<file path="src/rtl/mem_port_arbiter_pkg.sv">
// mem_port_arbiter_pkg
// Shared definitions for the memory port arbiter: FSM state encoding,
// grant-owner encoding, default widths/latency and the tie-break helper
// used when round-robin priority is enabled (MEMARB_RR_EN).
package mem_port_arbiter_pkg;

  localparam int DEFAULT_WAIT_CYCLES = 2;
  localparam int DEFAULT_ADDR_W      = 32;
  localparam int DEFAULT_DATA_W      = 32;

  typedef enum logic [1:0] {
    ST_IDLE = 2'd0,
    ST_BUSY = 2'd1,
    ST_DONE = 2'd2
  } arb_state_e;

  typedef enum logic {
    OWN_I = 1'b0,
    OWN_D = 1'b1
  } owner_e;

  // On a tie, the port that was not served most recently wins.
  function automatic owner_e rr_winner(input owner_e last_served);
    return (last_served == OWN_I) ? OWN_D : OWN_I;
  endfunction

endpackage

</file>
<file path="src/rtl/mem_port_arbiter_wait_counter.sv">
// wait_counter
// Loadable down-counter that times the memory access latency.
// Ports:
//   clk, reset  - clock and synchronous active-high reset (clears count)
//   load        - load load_value (takes priority over dec)
//   load_value  - value loaded at the start of an access
//   dec         - decrement by one; saturates at zero
//   count       - current count
//   zero        - high while count is zero
module wait_counter
  import mem_port_arbiter_pkg::*;
#(
  parameter int WIDTH = 2
) (
  input  logic             clk,
  input  logic             reset,
  input  logic             load,
  input  logic [WIDTH-1:0] load_value,
  input  logic             dec,
  output logic [WIDTH-1:0] count,
  output logic             zero
);

  logic [WIDTH-1:0] count_q;
  logic [WIDTH-1:0] count_d;

  // Next count: load wins over decrement, and decrement stops at zero.
  always_comb begin
    count_d = count_q;
    if (load) begin
      count_d = load_value;
    end else if (dec && (count_q != '0)) begin
      count_d = count_q - 1'b1;
    end
  end

  always_ff @(posedge clk) begin
    if (reset) begin
      count_q <= '0;
    end else begin
      count_q <= count_d;
    end
  end

  assign count = count_q;
  assign zero  = (count_q == '0);

endmodule

</file>
<file path="src/rtl/mem_port_arbiter.sv">
// mem_port_arbiter
// Shares one single-ported, fixed-latency memory between the instruction
// fetch port (I) and the data port (D). Each access runs IDLE -> BUSY x
// WAIT_CYCLES -> DONE, so the owner's Ready pulses WAIT_CYCLES+1 cycles
// after its request is seen in IDLE.
// Ports:
//   CLK, Reset                 - clock, synchronous active-high reset
//   IReq/IAddr                 - fetch request and address
//   IRData/IReady/IStall       - fetch data, completion pulse, stall
//   DReq/DWrite/DAddr/DWData   - data request, store flag, address, store data
//   DRData/DReady/DStall       - load data, completion pulse, stall
//   MemAddr/MemWData/MemRE/MemWE/MemRData - memory side
// Configuration:
//   MEMARB_RR_EN - when defined, simultaneous requests are resolved
//                  round-robin (last-served register resets to I, so D wins
//                  the first tie); otherwise D always beats I.
module mem_port_arbiter
  import mem_port_arbiter_pkg::*;
#(
  parameter int WAIT_CYCLES = DEFAULT_WAIT_CYCLES,
  parameter int ADDR_W      = DEFAULT_ADDR_W,
  parameter int DATA_W      = DEFAULT_DATA_W
) (
  input  logic              CLK,
  input  logic              Reset,
  input  logic              IReq,
  input  logic [ADDR_W-1:0] IAddr,
  output logic [DATA_W-1:0] IRData,
  output logic              IReady,
  output logic              IStall,
  input  logic              DReq,
  input  logic              DWrite,
  input  logic [ADDR_W-1:0] DAddr,
  input  logic [DATA_W-1:0] DWData,
  output logic [DATA_W-1:0] DRData,
  output logic              DReady,
  output logic              DStall,
  output logic [ADDR_W-1:0] MemAddr,
  output logic [DATA_W-1:0] MemWData,
  output logic              MemRE,
  output logic              MemWE,
  input  logic [DATA_W-1:0] MemRData
);

  localparam int               CNT_W    = $clog2(WAIT_CYCLES) + 1;
  localparam logic [CNT_W-1:0] CNT_LOAD = CNT_W'(WAIT_CYCLES - 1);
  localparam logic [CNT_W-1:0] CNT_ONE  = CNT_W'(1);
  localparam logic             WE_FIRST = (WAIT_CYCLES == 1);

  arb_state_e        state_q, state_d;
  owner_e            owner_q, owner_d;
  logic              write_q, write_d;
  logic [ADDR_W-1:0] mem_addr_q, mem_addr_d;
  logic [DATA_W-1:0] mem_wdata_q, mem_wdata_d;
  logic              mem_re_q, mem_re_d;
  logic              mem_we_q, mem_we_d;
  logic              i_ready_q, i_ready_d;
  logic              d_ready_q, d_ready_d;
  logic [DATA_W-1:0] i_rdata_q, i_rdata_d;
  logic [DATA_W-1:0] d_rdata_q, d_rdata_d;

  logic              cnt_load;
  logic              cnt_dec;
  logic [CNT_W-1:0]  cnt_val;
  logic              cnt_zero;

  owner_e            tie_winner;
  owner_e            winner;
  logic              grant;
  logic              grant_write;

  wait_counter #(
    .WIDTH (CNT_W)
  ) u_wait_counter (
    .clk        (CLK),
    .reset      (Reset),
    .load       (cnt_load),
    .load_value (CNT_LOAD),
    .dec        (cnt_dec),
    .count      (cnt_val),
    .zero       (cnt_zero)
  );

`ifdef MEMARB_RR_EN
  owner_e last_served_q, last_served_d;

  assign tie_winner = rr_winner(last_served_q);

  always_comb begin
    last_served_d = last_served_q;
    if (grant) begin
      last_served_d = winner;
    end
  end

  always_ff @(posedge CLK) begin
    if (Reset) begin
      last_served_q <= OWN_I;
    end else begin
      last_served_q <= last_served_d;
    end
  end
`else
  assign tie_winner = OWN_D;
`endif

  // Port selection for a new access; only meaningful while granting.
  always_comb begin
    if (IReq && DReq) begin
      winner = tie_winner;
    end else if (DReq) begin
      winner = OWN_D;
    end else begin
      winner = OWN_I;
    end
  end

  assign grant       = (state_q == ST_IDLE) && (IReq || DReq);
  assign grant_write = (winner == OWN_D) && DWrite;

  // Next-state and registered-output logic. Mem* outputs are set up one
  // cycle ahead so they are flop outputs while the FSM sits in BUSY; the
  // write strobe lands in the cycle where the counter reads zero.
  always_comb begin
    state_d     = state_q;
    owner_d     = owner_q;
    write_d     = write_q;
    mem_addr_d  = mem_addr_q;
    mem_wdata_d = mem_wdata_q;
    mem_re_d    = 1'b0;
    mem_we_d    = 1'b0;
    i_ready_d   = 1'b0;
    d_ready_d   = 1'b0;
    i_rdata_d   = i_rdata_q;
    d_rdata_d   = d_rdata_q;
    cnt_load    = 1'b0;
    cnt_dec     = 1'b0;

    unique case (state_q)
      ST_IDLE: begin
        mem_addr_d  = '0;
        mem_wdata_d = '0;
        if (grant) begin
          owner_d     = winner;
          write_d     = grant_write;
          mem_addr_d  = (winner == OWN_D) ? DAddr : IAddr;
          mem_wdata_d = grant_write ? DWData : '0;
          mem_re_d    = !grant_write;
          mem_we_d    = grant_write && WE_FIRST;
          cnt_load    = 1'b1;
          state_d     = ST_BUSY;
        end
      end

      ST_BUSY: begin
        cnt_dec = 1'b1;
        if (cnt_zero) begin
          if (!write_q) begin
            if (owner_q == OWN_D) begin
              d_rdata_d = MemRData;
            end else begin
              i_rdata_d = MemRData;
            end
          end
          i_ready_d   = (owner_q == OWN_I);
          d_ready_d   = (owner_q == OWN_D);
          mem_addr_d  = '0;
          mem_wdata_d = '0;
          state_d     = ST_DONE;
        end else begin
          mem_re_d = !write_q;
          mem_we_d = write_q && (cnt_val == CNT_ONE);
        end
      end

      ST_DONE: begin
        mem_addr_d  = '0;
        mem_wdata_d = '0;
        state_d     = ST_IDLE;
      end

      default: begin
        mem_addr_d  = '0;
        mem_wdata_d = '0;
        state_d     = ST_IDLE;
      end
    endcase
  end

  always_ff @(posedge CLK) begin
    if (Reset) begin
      state_q     <= ST_IDLE;
      owner_q     <= OWN_D;
      write_q     <= 1'b0;
      mem_addr_q  <= '0;
      mem_wdata_q <= '0;
      mem_re_q    <= 1'b0;
      mem_we_q    <= 1'b0;
      i_ready_q   <= 1'b0;
      d_ready_q   <= 1'b0;
      i_rdata_q   <= '0;
      d_rdata_q   <= '0;
    end else begin
      state_q     <= state_d;
      owner_q     <= owner_d;
      write_q     <= write_d;
      mem_addr_q  <= mem_addr_d;
      mem_wdata_q <= mem_wdata_d;
      mem_re_q    <= mem_re_d;
      mem_we_q    <= mem_we_d;
      i_ready_q   <= i_ready_d;
      d_ready_q   <= d_ready_d;
      i_rdata_q   <= i_rdata_d;
      d_rdata_q   <= d_rdata_d;
    end
  end

  assign IRData   = i_rdata_q;
  assign IReady   = i_ready_q;
  assign IStall   = IReq & ~i_ready_q;
  assign DRData   = d_rdata_q;
  assign DReady   = d_ready_q;
  assign DStall   = DReq & ~d_ready_q;
  assign MemAddr  = mem_addr_q;
  assign MemWData = mem_wdata_q;
  assign MemRE    = mem_re_q;
  assign MemWE    = mem_we_q;

endmodule

</file>
<file path="config.mk">
export PLATFORM = sky130hd
export DESIGN_NAME = mem_port_arbiter
export DESIGN_NICKNAME = d
export VERILOG_FILES = /design/src/rtl/mem_port_arbiter_pkg.sv /design/src/rtl/mem_port_arbiter_wait_counter.sv /design/src/rtl/mem_port_arbiter.sv
export SDC_FILE = /design/constraint.sdc
export NUM_CORES = 1
export LEC_CHECK = 0
export ABC_AREA = 1
export CAP_MARGIN = 20
export CORE_ASPECT_RATIO = 1.4
export CORE_UTILIZATION = 37
export DETAILED_ROUTE_END_ITERATION = 10
export GPL_ROUTABILITY_DRIVEN = 0
export GPL_TIMING_DRIVEN = 0
export PLACE_DENSITY = 0.76
export SYNTH_ARGS = -nofsm -noshare
export SYNTH_HDL_FRONTEND = slang
export SYNTH_SLANG_ARGS = --single-unit
export TNS_END_PERCENT = 5
</file>
<file path="constraint.sdc">
create_clock -name CLK -period 1.3 [get_ports CLK]
set_input_delay 0.39 -clock CLK [delete_from_list [all_inputs] [get_ports CLK]]
set_output_delay 0.39 -clock CLK [all_outputs]
set_load 0.01 [all_outputs]
</file>
==> impl_table.tex, run 1 <==
\begin{tabular}{lr}
\hline
Metric & Value \\
\hline
\multicolumn{2}{l}{\textbf{Pwr}} \\
Maximum vdd ir drop & 763 µV \\
Int Power & 8430 µW \\
Power share of the sequential group & 0.406 \\
Switching power & 3100 µW \\
Sw Ratio & 0.269 \\
Clock share of power & 0.405 \\
Leakage power total & 0.00422 µW \\
Power density relative to cell area & 1300 nW/µm² \\
Share of total power in combinational logic & 0.189 \\
\multicolumn{2}{l}{\textbf{Yosys}} \\
Distinct cell type count of the synthesized netlist & 22 \\
Yosys warning count & 0 \\
Main combinational cell family by area after synthesis & simple AND/OR/NAND/NOR gates \\
Area of the mapped netlist & 5680 µm² \\
Sequential share of the synthesized area & 0.487 \\
Average cell area after synthesis & 6.97 µm² \\
Synth top area share & 0.487 \\
Post-Syn Instances & 815 \\
Library cell with the largest summed area after synthesis & sky130\_fd\_sc\_hd\_\_dfxtp\_1 \\
Total of flip-flops plus latches after synthesis & 138 \\
Fraction of synthesized area in multiplexers & 0 \\
Xor-xnor portion of the synthesized cell area & 0 \\
Nets in the synthesized netlist & 950 \\
Simple-gate share of the synthesized area & 0.355 \\
Post-Synth Adder-Cell Area & 0.00441 \\
Leading cell types by total area after synthesis & sky130\_fd\_sc\_hd\_\_dfxtp\_1 (49\%), sky130\_fd\_sc\_hd\_\_nand2\_1 (22\%), sky130\_fd\_sc\_hd\_\_nor2\_1 (8.9\%), sky130\_fd\_sc\_hd\_\_a21oi\_1 (5.8\%), sky130\_fd\_sc\_hd\_\_buf\_6 (3.6\%) \\
Compound-cell area share of the yosys netlist & 0.0622 \\
\multicolumn{2}{l}{\textbf{Worst setup path}} \\
Required time at the endpoint of the critical path & 1.60 ns \\
Arrival time of data at the critical path endpoint & 1.74 ns \\
Setup Crit Path Kind & register to register \\
Critical path capture point type & register \\
R2r setup slk & -0.13 ns \\
Crit path max fanout & 10 \\
Endpoint of the most critical register-to-register path & DRData[18]\$\_SDFFE\_PP0P\_ \\
Critical path destination & DRData[18]\$\_SDFFE\_PP0P\_ \\
Critical register-to-register path startpoint & u\_wait\_counter.count[1]\$\_SDFFE\_PP0P\_ \\
Cell depth of the worst flop-to-flop path & 9 \\
Category of the worst setup path launch point & register \\
Origin of the worst setup path & u\_wait\_counter.count[1]\$\_SDFFE\_PP0P\_ \\
\multicolumn{2}{l}{\textbf{Floorplanning}} \\
Floorplan row count & 53 \\
Initial Utilization & 0.379 \\
Core area & 15000 µm² \\
Die outline area & 15800 µm² \\
I/O pin count & 267 \\
Overall die height & 149 µm \\
Die X & 107 µm \\
\multicolumn{2}{l}{\textbf{STA}} \\
Final number of hold-violating endpoints & 0 \\
RSZ-0062 raised after global routing & yes \\
Peak clock frequency supported by timing & 698 MHz \\
Count of final max-slew check failures & 0 \\
Slew at the pin closest to its max-slew limit & 0.520 ns \\
Clock Skews & 0.00950 ns \\
Relative max-transition margin & 0.653 \\
Total negative setup slack & -4.90 ns \\
Final setup fails & 110 \\
Setup slack after layout & -0.133 ns \\
Final Critical Period & 1.43 ns \\
Share of the cycle needed by the critical path after routing & 1.10 \\
\multicolumn{2}{l}{\textbf{CTS}} \\
Maximum clock path buffer count & 2 \\
Total clock sinks & 138 \\
Library cell used as clock root buffer & sky130\_fd\_sc\_hd\_\_clkbuf\_16 \\
Number of hold buffers added after cts & 0 \\
CTS clock-pin slew for the worst setup and hold paths & 0.06 ns \\
TritonCTS clock tree & done \\
Number of buffers created by CTS & 17 \\
Worst-skew pair later-pin latency & 0.41 ns \\
Deepest level of the CTS H-tree & 4 \\
\multicolumn{2}{l}{\textbf{Routing}} \\
Total DRC errors in the routed layout & 0 \\
Antenna Nets Post-Route & 0 \\
DR vias/cell & 4.55 \\
Mean routed wirelength per cell & 13.6 µm \\
Total iterations of the first detailed-routing run & 4 \\
Routed vias & 5983 \\
DR iter-0 viols & 195 \\
Post-Route WL & 17900 µm \\
\multicolumn{2}{l}{\textbf{GRT}} \\
Global Route Usage Sum & 0.228 \\
Vias in the first global route & 5864 \\
Antenna violations before repair & 0 \\
Overflow left after global routing & 0 \\
Global-route wire length before repair & 28300 µm \\
Largest net degree at the start of global routing & 17 \\
\multicolumn{2}{l}{\textbf{Layout}} \\
Share of final-layout standard cells stronger than drive strength 1 & 0.240 \\
Area growth syn-to-layout & 56.1\% \\
Footprint of the flip-flops and latches & 2810 µm² \\
Area taken by multi-input logic gates & 2450 µm² \\
Number of nets in the layout & 1248 \\
Ant diodes & 0 \\
Finished Layout Cells & 1316 \\
Fill cell count & 1490 \\
\multicolumn{2}{l}{\textbf{Flow run}} \\
Total of max-cap violations & 0 \\
\multicolumn{2}{l}{\textbf{Status}} \\
Run status & finished with violations \\
Failing checks & negative setup slack \\
\multicolumn{2}{l}{\textbf{Placed design}} \\
Sum of net half-perimeters after detailed placement & 13400 µm \\
Number of buffer cells added on primary ports & 264 \\
Dpl cells & 1271 \\
\multicolumn{2}{l}{\textbf{Hold path}} \\
Hold\_sp & DReq \\
Count of cells along the worst hold path & 3 \\
Classification of the worst-slack hold path & primary input to register \\
\hline
\end{tabular}
[layout make-up]
cell class                      count  share of cell area
Multi-Input combinational cell    582               0.276
Clock inverter                     12              0.0143
Buffer                             49              0.0419
Inverter                           46              0.0212
Clock buffer                       18              0.0496
Sequential cell                   138               0.317
Tap cell                          192              0.0271
Timing Repair Buffer              279               0.252
[metal layers]
metal,wire length (µm),GRT usage
met1,6590,0.224
met2,9810,0.445
met3,1050,0.0605
met4,473,0.0897
met5,0,0
[through the flow]
step           area, µm²   util  power (µW)  hold WS [ns]  setup WS [ns]
6_report            8860  0.591       11500         0.369         -0.133
5_1_grt             8860  0.591       12000         0.384         -0.197
4_1_cts             8700  0.581       11600         0.358         -0.132
3_5_place_dp        8570  0.572        7010         0.451         -0.774
3_3_place_gp        8570  0.572        6990         0.445         -0.746
2_1_floorplan       5680      -        5810         0.441        -0.0283
[flip-flops by register name (all words and copies together) (netlist names)]
signal / flops
MemWData: 32
owner_q: 1
DRData: 32
IRData: 32
DReady: 1
write_q: 1
state_q: 2
MemWE: 1
IReady: 1
u_wait_counter.count: 2
MemRE: 1
MemAddr: 32
[critical path, stage by stage (launching register included)]
cell	delay [ns]
sky130_fd_sc_hd__dfxtp_1	0.30
sky130_fd_sc_hd__inv_2	0.07
sky130_fd_sc_hd__ha_4	0.15
sky130_fd_sc_hd__nand3_4	0.12
sky130_fd_sc_hd__buf_12	0.17
sky130_fd_sc_hd__nor2_8	0.17
sky130_fd_sc_hd__buf_6	0.17
sky130_fd_sc_hd__nand2_1	0.06
sky130_fd_sc_hd__nand2_1	0.05
sky130_fd_sc_hd__nor2_1	0.05
[synthesized netlist by cell type, drive strengths merged]
cell,n
nand2,331
dfxtp,138
nor2,138
a21oi,66
inv,44
buf,41
nand3,37
clkbuf,9
o21ai,3
clkinv,2
ha,2
nor3,2
nand4,1
o211ai,1
[cell families after synthesis]
group | count (synthesis)
and+or+nand+nor | 509
AOI/OAI and AO/OA | 70
adders and majority gates | 2
buffers and inverters | 96
DFF | 138
[power by group through the flow]
stage | combinational [µW] | sequential (µW) | clock, µW
after floorplan | 950 | 4860 | 0
after global placement | 2250 | 4740 | 0
after detailed placement | 2260 | 4750 | 0
after CTS | 2150 | 4660 | 4740
after global routing | 2410 | 4710 | 4920
final | 2180 | 4670 | 4670
[cells in the final DEF (no fill, tap or decap), types with 3 or more instances in the layout]
cell type	count
sky130_fd_sc_hd__a21oi_1	64
sky130_fd_sc_hd__buf_1	6
sky130_fd_sc_hd__buf_2	125
sky130_fd_sc_hd__buf_4	18
sky130_fd_sc_hd__buf_6	29
sky130_fd_sc_hd__buf_8	5
sky130_fd_sc_hd__clkbuf_1	9
sky130_fd_sc_hd__clkbuf_16	17
sky130_fd_sc_hd__clkdlybuf4s50_1	129
sky130_fd_sc_hd__clkinv_2	5
sky130_fd_sc_hd__dfxtp_1	101
sky130_fd_sc_hd__dfxtp_2	37
sky130_fd_sc_hd__inv_1	39
sky130_fd_sc_hd__inv_2	4
sky130_fd_sc_hd__nand2_1	329
sky130_fd_sc_hd__nand3_1	35
sky130_fd_sc_hd__nor2_1	132
sky130_fd_sc_hd__nor2_2	3
sky130_fd_sc_hd__o21ai_0	3
[repair_timing]
item,CTS,global route
gates resized for setup,574,50
pin swaps,16,2
setup endpoints to repair,266,172
cloned,3,1
setup buffers,12,0
[how the worst min path moves through the flow]
stage                                endpoint  slack (ns)
floorplan                    MemWE$_SDFF_PP0_        0.44
global placement     MemAddr[30]$_SDFFE_PP0N_        0.45
detailed placement  MemWData[28]$_SDFFE_PP0N_        0.45
CTS                      owner_q$_SDFFE_PP1P_        0.36
global route             owner_q$_SDFFE_PP1P_        0.38
finish                   owner_q$_SDFFE_PP1P_        0.37
Power figures use the tool's default switching activity.
==> inputs of run 2 (changes only) <==
Settings changed: ABC_CLOCK_PERIOD_IN_PS set to 1300, CTS_CLUSTER_SIZE set to 40.
==> results of run 2 <==
No change in the layout: final DEF, timing and power equal those of run 1.
